===== src/rtl/mult_accum_if.sv =====
// Producer/consumer bundle around the frame accumulator: issue tags and product in, frame result and status out.
interface mult_accum_if #(
  parameter int ACC_W = 24
);
  logic                    in_valid;
  logic                    in_last;
  logic signed [15:0]      product;
  logic                    out_valid;
  logic                    out_ready;
  logic signed [ACC_W-1:0] out_sum;
  logic [7:0]              out_count;
  logic                    out_sat;
  logic                    overrun;

  modport master (
    output in_valid, in_last, product, out_ready,
    input  out_valid, out_sum, out_count, out_sat, overrun
  );

  modport slave (
    input  in_valid, in_last, product, out_ready,
    output out_valid, out_sum, out_count, out_sat, overrun
  );
endinterface


===== src/rtl/mult_accum.sv =====
// Saturating per-frame sum of multiplier products; result valid LATENCY+1 cycles after the last issue.
// Input is never stalled: a frame completing while the output is held is dropped and flagged on overrun.
module mult_accum #(
  parameter int LATENCY = 8,
  parameter int ACC_W   = 24
) (
  input logic         clk,
  input logic         rst,
  mult_accum_if.slave bus
);
  localparam logic signed [ACC_W-1:0] ACC_MAX = {1'b0, {(ACC_W-1){1'b1}}};
  localparam logic signed [ACC_W-1:0] ACC_MIN = {1'b1, {(ACC_W-1){1'b0}}};

  logic [LATENCY-1:0]      r_tag_vld;
  logic [LATENCY-1:0]      r_tag_last;
  logic                    w_exit_vld;
  logic                    w_exit_last;

  logic signed [ACC_W-1:0] r_acc;
  logic [7:0]              r_cnt;
  logic                    r_satf;
  logic                    r_first;

  logic signed [ACC_W:0]   w_base;
  logic signed [ACC_W:0]   w_sum;
  logic                    w_clip;
  logic signed [ACC_W-1:0] w_acc_nxt;
  logic [7:0]              w_cnt_nxt;
  logic                    w_sat_nxt;

  logic                    w_load;
  logic                    w_accept;
  logic                    r_out_vld;
  logic signed [ACC_W-1:0] r_out_sum;
  logic [7:0]              r_out_cnt;
  logic                    r_out_sat;
  logic                    r_overrun;

  // Tag delay line: the tag leaves stage LATENCY-1 in the same cycle its product arrives.
  always_ff @(posedge clk or posedge rst) begin
    if (rst) begin
      r_tag_vld  <= '0;
      r_tag_last <= '0;
    end else begin
      r_tag_vld  <= (r_tag_vld << 1) | LATENCY'(bus.in_valid);
      r_tag_last <= (r_tag_last << 1) | LATENCY'(bus.in_valid & bus.in_last);
    end
  end

  assign w_exit_vld  = r_tag_vld[LATENCY-1];
  assign w_exit_last = r_tag_last[LATENCY-1];

  always_comb begin
    w_base    = r_first ? '0 : {r_acc[ACC_W-1], r_acc};
    w_sum     = w_base + {{(ACC_W-15){bus.product[15]}}, bus.product};
    w_clip    = w_sum[ACC_W] ^ w_sum[ACC_W-1];
    w_acc_nxt = w_sum[ACC_W-1:0];
    if (w_clip) begin
      w_acc_nxt = w_sum[ACC_W] ? ACC_MIN : ACC_MAX;
    end
    w_cnt_nxt = r_first ? 8'd1 : ((r_cnt == 8'hFF) ? r_cnt : r_cnt + 8'd1);
    w_sat_nxt = (r_first ? 1'b0 : r_satf) | w_clip;
  end

  always_ff @(posedge clk or posedge rst) begin
    if (rst) begin
      r_acc   <= '0;
      r_cnt   <= '0;
      r_satf  <= 1'b0;
      r_first <= 1'b1;
    end else if (w_exit_vld) begin
      r_acc   <= w_acc_nxt;
      r_cnt   <= w_cnt_nxt;
      r_satf  <= w_sat_nxt;
      r_first <= w_exit_last;
    end
  end

  assign w_load   = w_exit_vld & w_exit_last;
  assign w_accept = r_out_vld & bus.out_ready;

  // A held result wins over a newly completed frame; the new one is lost and reported.
  always_ff @(posedge clk or posedge rst) begin
    if (rst) begin
      r_out_vld <= 1'b0;
      r_out_sum <= '0;
      r_out_cnt <= '0;
      r_out_sat <= 1'b0;
      r_overrun <= 1'b0;
    end else begin
      if (w_load && (!r_out_vld || bus.out_ready)) begin
        r_out_vld <= 1'b1;
        r_out_sum <= w_acc_nxt;
        r_out_cnt <= w_cnt_nxt;
        r_out_sat <= w_sat_nxt;
      end else if (w_accept) begin
        r_out_vld <= 1'b0;
      end
      if (w_load && r_out_vld && !bus.out_ready) begin
        r_overrun <= 1'b1;
      end
    end
  end

  assign bus.out_valid = r_out_vld;
  assign bus.out_sum   = r_out_sum;
  assign bus.out_count = r_out_cnt;
  assign bus.out_sat   = r_out_sat;
  assign bus.overrun   = r_overrun;
endmodule


===== src/flat_wrapper.sv =====
// flat-port wrapper written by rule: the top's interface ports become plain ports
module mult_accum_flat 
#(
  parameter int LATENCY = 8,
  parameter int ACC_W   = 24
)
  (clk, rst, bus_in_valid, bus_in_last, bus_product, bus_out_ready, bus_out_valid, bus_out_sum, bus_out_count, bus_out_sat, bus_overrun);
  mult_accum_if #(.ACC_W(ACC_W)) bus_i ();
  input logic clk;
  input logic rst;
  input wire logic [$bits(bus_i.in_valid)-1:0] bus_in_valid;
  input wire logic [$bits(bus_i.in_last)-1:0] bus_in_last;
  input wire logic [$bits(bus_i.product)-1:0] bus_product;
  input wire logic [$bits(bus_i.out_ready)-1:0] bus_out_ready;
  output wire logic [$bits(bus_i.out_valid)-1:0] bus_out_valid;
  output wire logic [$bits(bus_i.out_sum)-1:0] bus_out_sum;
  output wire logic [$bits(bus_i.out_count)-1:0] bus_out_count;
  output wire logic [$bits(bus_i.out_sat)-1:0] bus_out_sat;
  output wire logic [$bits(bus_i.overrun)-1:0] bus_overrun;
  assign bus_i.in_valid = bus_in_valid;
  assign bus_i.in_last = bus_in_last;
  assign bus_i.product = bus_product;
  assign bus_i.out_ready = bus_out_ready;
  assign bus_out_valid = bus_i.out_valid;
  assign bus_out_sum = bus_i.out_sum;
  assign bus_out_count = bus_i.out_count;
  assign bus_out_sat = bus_i.out_sat;
  assign bus_overrun = bus_i.overrun;
  mult_accum #(.LATENCY(LATENCY), .ACC_W(ACC_W)) u_core (.clk(clk), .rst(rst), .bus(bus_i));
endmodule

===== config.mk =====
export PLATFORM = sky130hd
export DESIGN_NAME = mult_accum_flat
export DESIGN_NICKNAME = d
export VERILOG_FILES = /design/src/rtl/mult_accum_if.sv /design/src/rtl/mult_accum.sv /design/src/flat_wrapper.sv
export SDC_FILE = /design/constraint.sdc
export NUM_CORES = 1
export LEC_CHECK = 0
export CAP_MARGIN = 20
export CELL_PAD_IN_SITES_DETAIL_PLACEMENT = 1
export CELL_PAD_IN_SITES_GLOBAL_PLACEMENT = 2
export CORE_ASPECT_RATIO = 0.5
export CORE_MARGIN = 1
export CORE_UTILIZATION = 39
export CTS_CLUSTER_SIZE = 40
export DETAILED_ROUTE_END_ITERATION = 7
export PLACE_DENSITY_LB_ADDON = 0.25
export SLEW_MARGIN = 20
export SYNTH_ARGS = -nofsm -noshare
export SYNTH_HDL_FRONTEND = slang
export SYNTH_SLANG_ARGS = --single-unit

===== constraint.sdc =====
create_clock -name clk -period 10 [get_ports clk]
set_input_delay 2.5 -clock clk [delete_from_list [all_inputs] [get_ports clk]]
set_output_delay 2.5 -clock clk [all_outputs]
set_load 0.01 [all_outputs]

==> results.sh <==
export IMPL_power_density_nw_per_um2=320
export IMPL_hold_buffers=0
export IMPL_critical_path_slowest_cell="clkdlybuf4s50_1"
export IMPL_cts_root_buf="clkbuf_16"
export IMPL_fin_util=0.491
export IMPL_grt_use_total=0.224
export IMPL_critical_path_most_common_cell="a21oi_1"
export IMPL_firstDrtPassIters=4
export IMPL_coreArea_um2=12100
export IMPL_hpwl_um=9920
export IMPL_worst_path_largest_cell_delay_ns=0.63
export IMPL_synth_cell_types=66
export IMPL_area_delta_synth_final_pct=19.9
export IMPL_cts_sinks=85
export IMPL_internal_power_uw=1130
export IMPL_synth_edf_count=0
export IMPL_vias=4093
export IMPL_status="complete, no violations"
export IMPL_slew_headroom=0.458
export IMPL_post_cts_buffers=0
export IMPL_rsz0062_at_grt="no"
export IMPL_rows=28
export IMPL_critPathMaxFanout=23
export IMPL_fmax_ghz=0.177
export IMPL_switchingPower_uw=783
export IMPL_r2r_slack_ns=5.75
export IMPL_tns_ns=0
export IMPL_combPwrFrac=0.526
export IMPL_die_area_um2=13200
export IMPL_cp_arrival_ns=5.86
export IMPL_netlist_area_um2=4970
export IMPL_synth_cells=518
export IMPL_peakVddDrop_mv=0.127
export IMPL_synth_fa_ha_area_frac=0.0690
export IMPL_power_leakage_uw=0.00251
export IMPL_rr_worst_depth=12
export IMPL_clk_pin_slew_ns=0.07
export IMPL_io_pins=56
export IMPL_syn_avg_cell_area_um2=9.59
export IMPL_synth_simple_area_share=0.169
export IMPL_grt_pass1_wl_um=22600
export IMPL_wl_per_cell_um=19.2
export IMPL_post_route_drc_count=0
export IMPL_grt_pass1_vias=4121
export IMPL_synth_yosys_seq_area_share=0.428
export IMPL_synth_top_family_by_area="compound AO/OA/AOI/OAI gates"
export IMPL_tightest_slew_ns=0.812
export IMPL_fin_crit_sh=0.565
export IMPL_worstSetupEndpointType="flop"
export IMPL_synth_main_ff_cell="dfrtp_1"
export IMPL_drtIter0Drc=196
export IMPL_r2r_start="u_core.r_first$_DFFE_PP1P_"
export IMPL_overflow=0
export IMPL_finalClockSkew_ns=0.0108
export IMPL_worstSkewPairLatency_ns=0.34
export IMPL_p_clk_frac=0.195
export IMPL_drive_above_1_share=0.0903
export IMPL_antenna_cells=0
export IMPL_fp_dieW_um=162
export IMPL_syn_nets=565
export IMPL_hold_viol=0
export IMPL_synth_warning_count=0
export IMPL_detail_route_vias_per_cell=5.61
export IMPL_totalWireLength_um=14000
export IMPL_switching_share=0.410
export IMPL_fin_crit_ns=5.65
export IMPL_synth_compound_area_share=0.219
export IMPL_cp_endpoint="u_core.r_acc[13]$_DFFE_PP0P_"
export IMPL_async_flop_share=1.00
export IMPL_cts_tree="yes"
export IMPL_start_kind="input pin"
export IMPL_crit_required_ns=10.21
export IMPL_cts_buffer_depth=2
export IMPL_synthMuxAreaShare=0.0360
export IMPL_setup_viol=0
export IMPL_floorplan_initialDensity=0.410
export IMPL_synthXorXnorAreaFrac=0.0388
export IMPL_synth_seq_cells=85
export IMPL_final_cell_mix="dfrtp_1 (84), clkdlybuf4s50_1 (55), nand2_1 (45)"
export IMPL_final_common_cell="dfrtp_1"
export IMPL_crit_type="input pin to flop"
export IMPL_maxCapViolCount=0
export IMPL_grt_max_degree=86
export IMPL_timing_rr_end="u_core.r_acc[13]$_DFFE_PP0P_"
export IMPL_antenna_found_initial=0
export IMPL_cp_startpoint="bus_product[15]"
export IMPL_pwr_share_seq=0.280
export IMPL_path_cells="clkdlybuf4s50_1 -> ha_1 -> a21oi_1 -> o211a_1 -> o21ai_0 -> or4_1 -> o211ai_2 -> buf_4 -> a21oi_1 -> mux2_2"
export IMPL_final_nets=607
export IMPL_drtAntennaViolNets=0
export IMPL_fillers=1384
export IMPL_post_cts_resized=0
export IMPL_dieHeight_um=81.8
export IMPL_place_congestion=0.864
export IMPL_hold_path_class="flop to flop"
export IMPL_port_buffers=55
export IMPL_htreeDepth=3
export IMPL_cts_buffers_inserted=9
export IMPL_slew_viol_final=0
-- critical path, delay by kind of cell --
family          cells  cell delay, ns
mux                 1            0.28
compound gates      5            0.96
fa+ha+maj           1            0.53
buf+inv             2            0.99
simple gates        1            0.58
-- cells by family after synthesis --
family / Yosys count
AND/OR/NAND/NOR: 169
AO/OA/AOI/OAI: 154
flip-flops: 85
buffers and inverters: 45
adder cells (fa/ha/maj): 27
XOR/XNOR: 22
multiplexers: 16
-- cells in the mapped netlist (all sizes together) (3+ instances only) --
cell type / number / area (um^2)
o31ai: 9 / 72.6
o21ai: 28 / 140
clkbuf: 20 / 75.1
nand4: 6 / 43.8
a311oi: 12 / 105
xor2: 11 / 96.3
nor2: 43 / 161
ha: 25 / 313
and2: 12 / 75.1
and3: 6 / 37.5
nand2b: 6 / 37.5
nor3: 5 / 25.0
o21a: 6 / 45.0
a21o: 10 / 75.1
o211ai: 6 / 50.1
dfrtp: 84 / 2100
nor2b: 24 / 150
a21oi: 37 / 193
nand3: 11 / 55.1
o21bai: 4 / 30.0
o211a: 3 / 30.0
o22ai: 4 / 25.0
buf: 10 / 70.1
mux2: 15 / 169
nand2: 45 / 169
a211oi: 12 / 100
xnor2: 11 / 96.3
inv: 15 / 56.3
and4: 4 / 37.5
-- metal layers --
layer,routed length (um),vias to the layer above,share of wire,track usage
met1,7000,2034,0.50,0.310
met3,525,10,0.038,0.0444
met4,112,0,0.0080,0.0406
li1,-,1964,-,-
met5,0,-,0,0
met2,6340,85,0.45,0.369
-- final cells by class --
class / count / area, um^2 / share of cell area
sequential: 85 / 2130 / 0.357
timing repair buffer: 61 / 599 / 0.101
multi-input combinational: 388 / 2640 / 0.443
clock inverter: 6 / 95.1 / 0.0160
tap: 165 / 206 / 0.0347
clock buffer: 10 / 229 / 0.0384
inverter: 15 / 57.6 / 0.00966
-- power by group through the flow --
| stage | Clock, uW | Sequential, uW | Combinational, uW |
|---|---|---|---|
| floorplan | 0 | 546 | 655 |
| global placement | 0 | 535 | 981 |
| detailed placement | 0 | 538 | 995 |
| CTS | 378 | 535 | 1010 |
| global route | 395 | 552 | 1110 |
| finish | 371 | 534 | 1000 |
-- per-stage QoR --
stage	power (uW)	instances	setup WS (ns)	hold WS, ns	instance area, um^2
after floorplan	1200	518	5.22	0.331	4970
after global placement	1520	714	4.13	0.332	5630
after detailed placement	1530	714	4.08	0.336	5630
final	1910	730	4.35	0.346	5960
after CTS	1920	730	4.36	0.354	5950
after global routing	2050	730	4.13	0.353	5960
-- state kept, by name, summed over array words and instances, names as in the netlist --
register,flops
u_core.bus.out_sum,24
u_core.r_acc,24
u_core.bus.out_count,8
u_core.r_cnt,8
u_core.r_tag_last,8
u_core.r_tag_vld,8
u_core.bus.out_sat,1
u_core.bus.out_valid,1
u_core.bus.overrun,1
u_core.r_first,1
u_core.r_satf,1
-- how the worst min path moves through the flow --
stage	depth (start not counted)	to	startpoint	slack [ns]
finish	0	u_core.r_tag_last[6]$_DFF_PP0_	u_core.r_tag_last[5]$_DFF_PP0_	0.35
global route	0	u_core.r_tag_last[6]$_DFF_PP0_	u_core.r_tag_last[5]$_DFF_PP0_	0.35
CTS	0	u_core.r_tag_last[3]$_DFF_PP0_	u_core.r_tag_last[2]$_DFF_PP0_	0.35
detailed placement	0	u_core.r_tag_vld[4]$_DFF_PP0_	u_core.r_tag_vld[3]$_DFF_PP0_	0.34
global placement	0	u_core.r_tag_last[4]$_DFF_PP0_	u_core.r_tag_last[3]$_DFF_PP0_	0.33
floorplan	0	u_core.r_tag_last[1]$_DFF_PP0_	u_core.r_tag_last[0]$_DFF_PP0_	0.33
No activity file was read; power rests on OpenSTA's default activity.
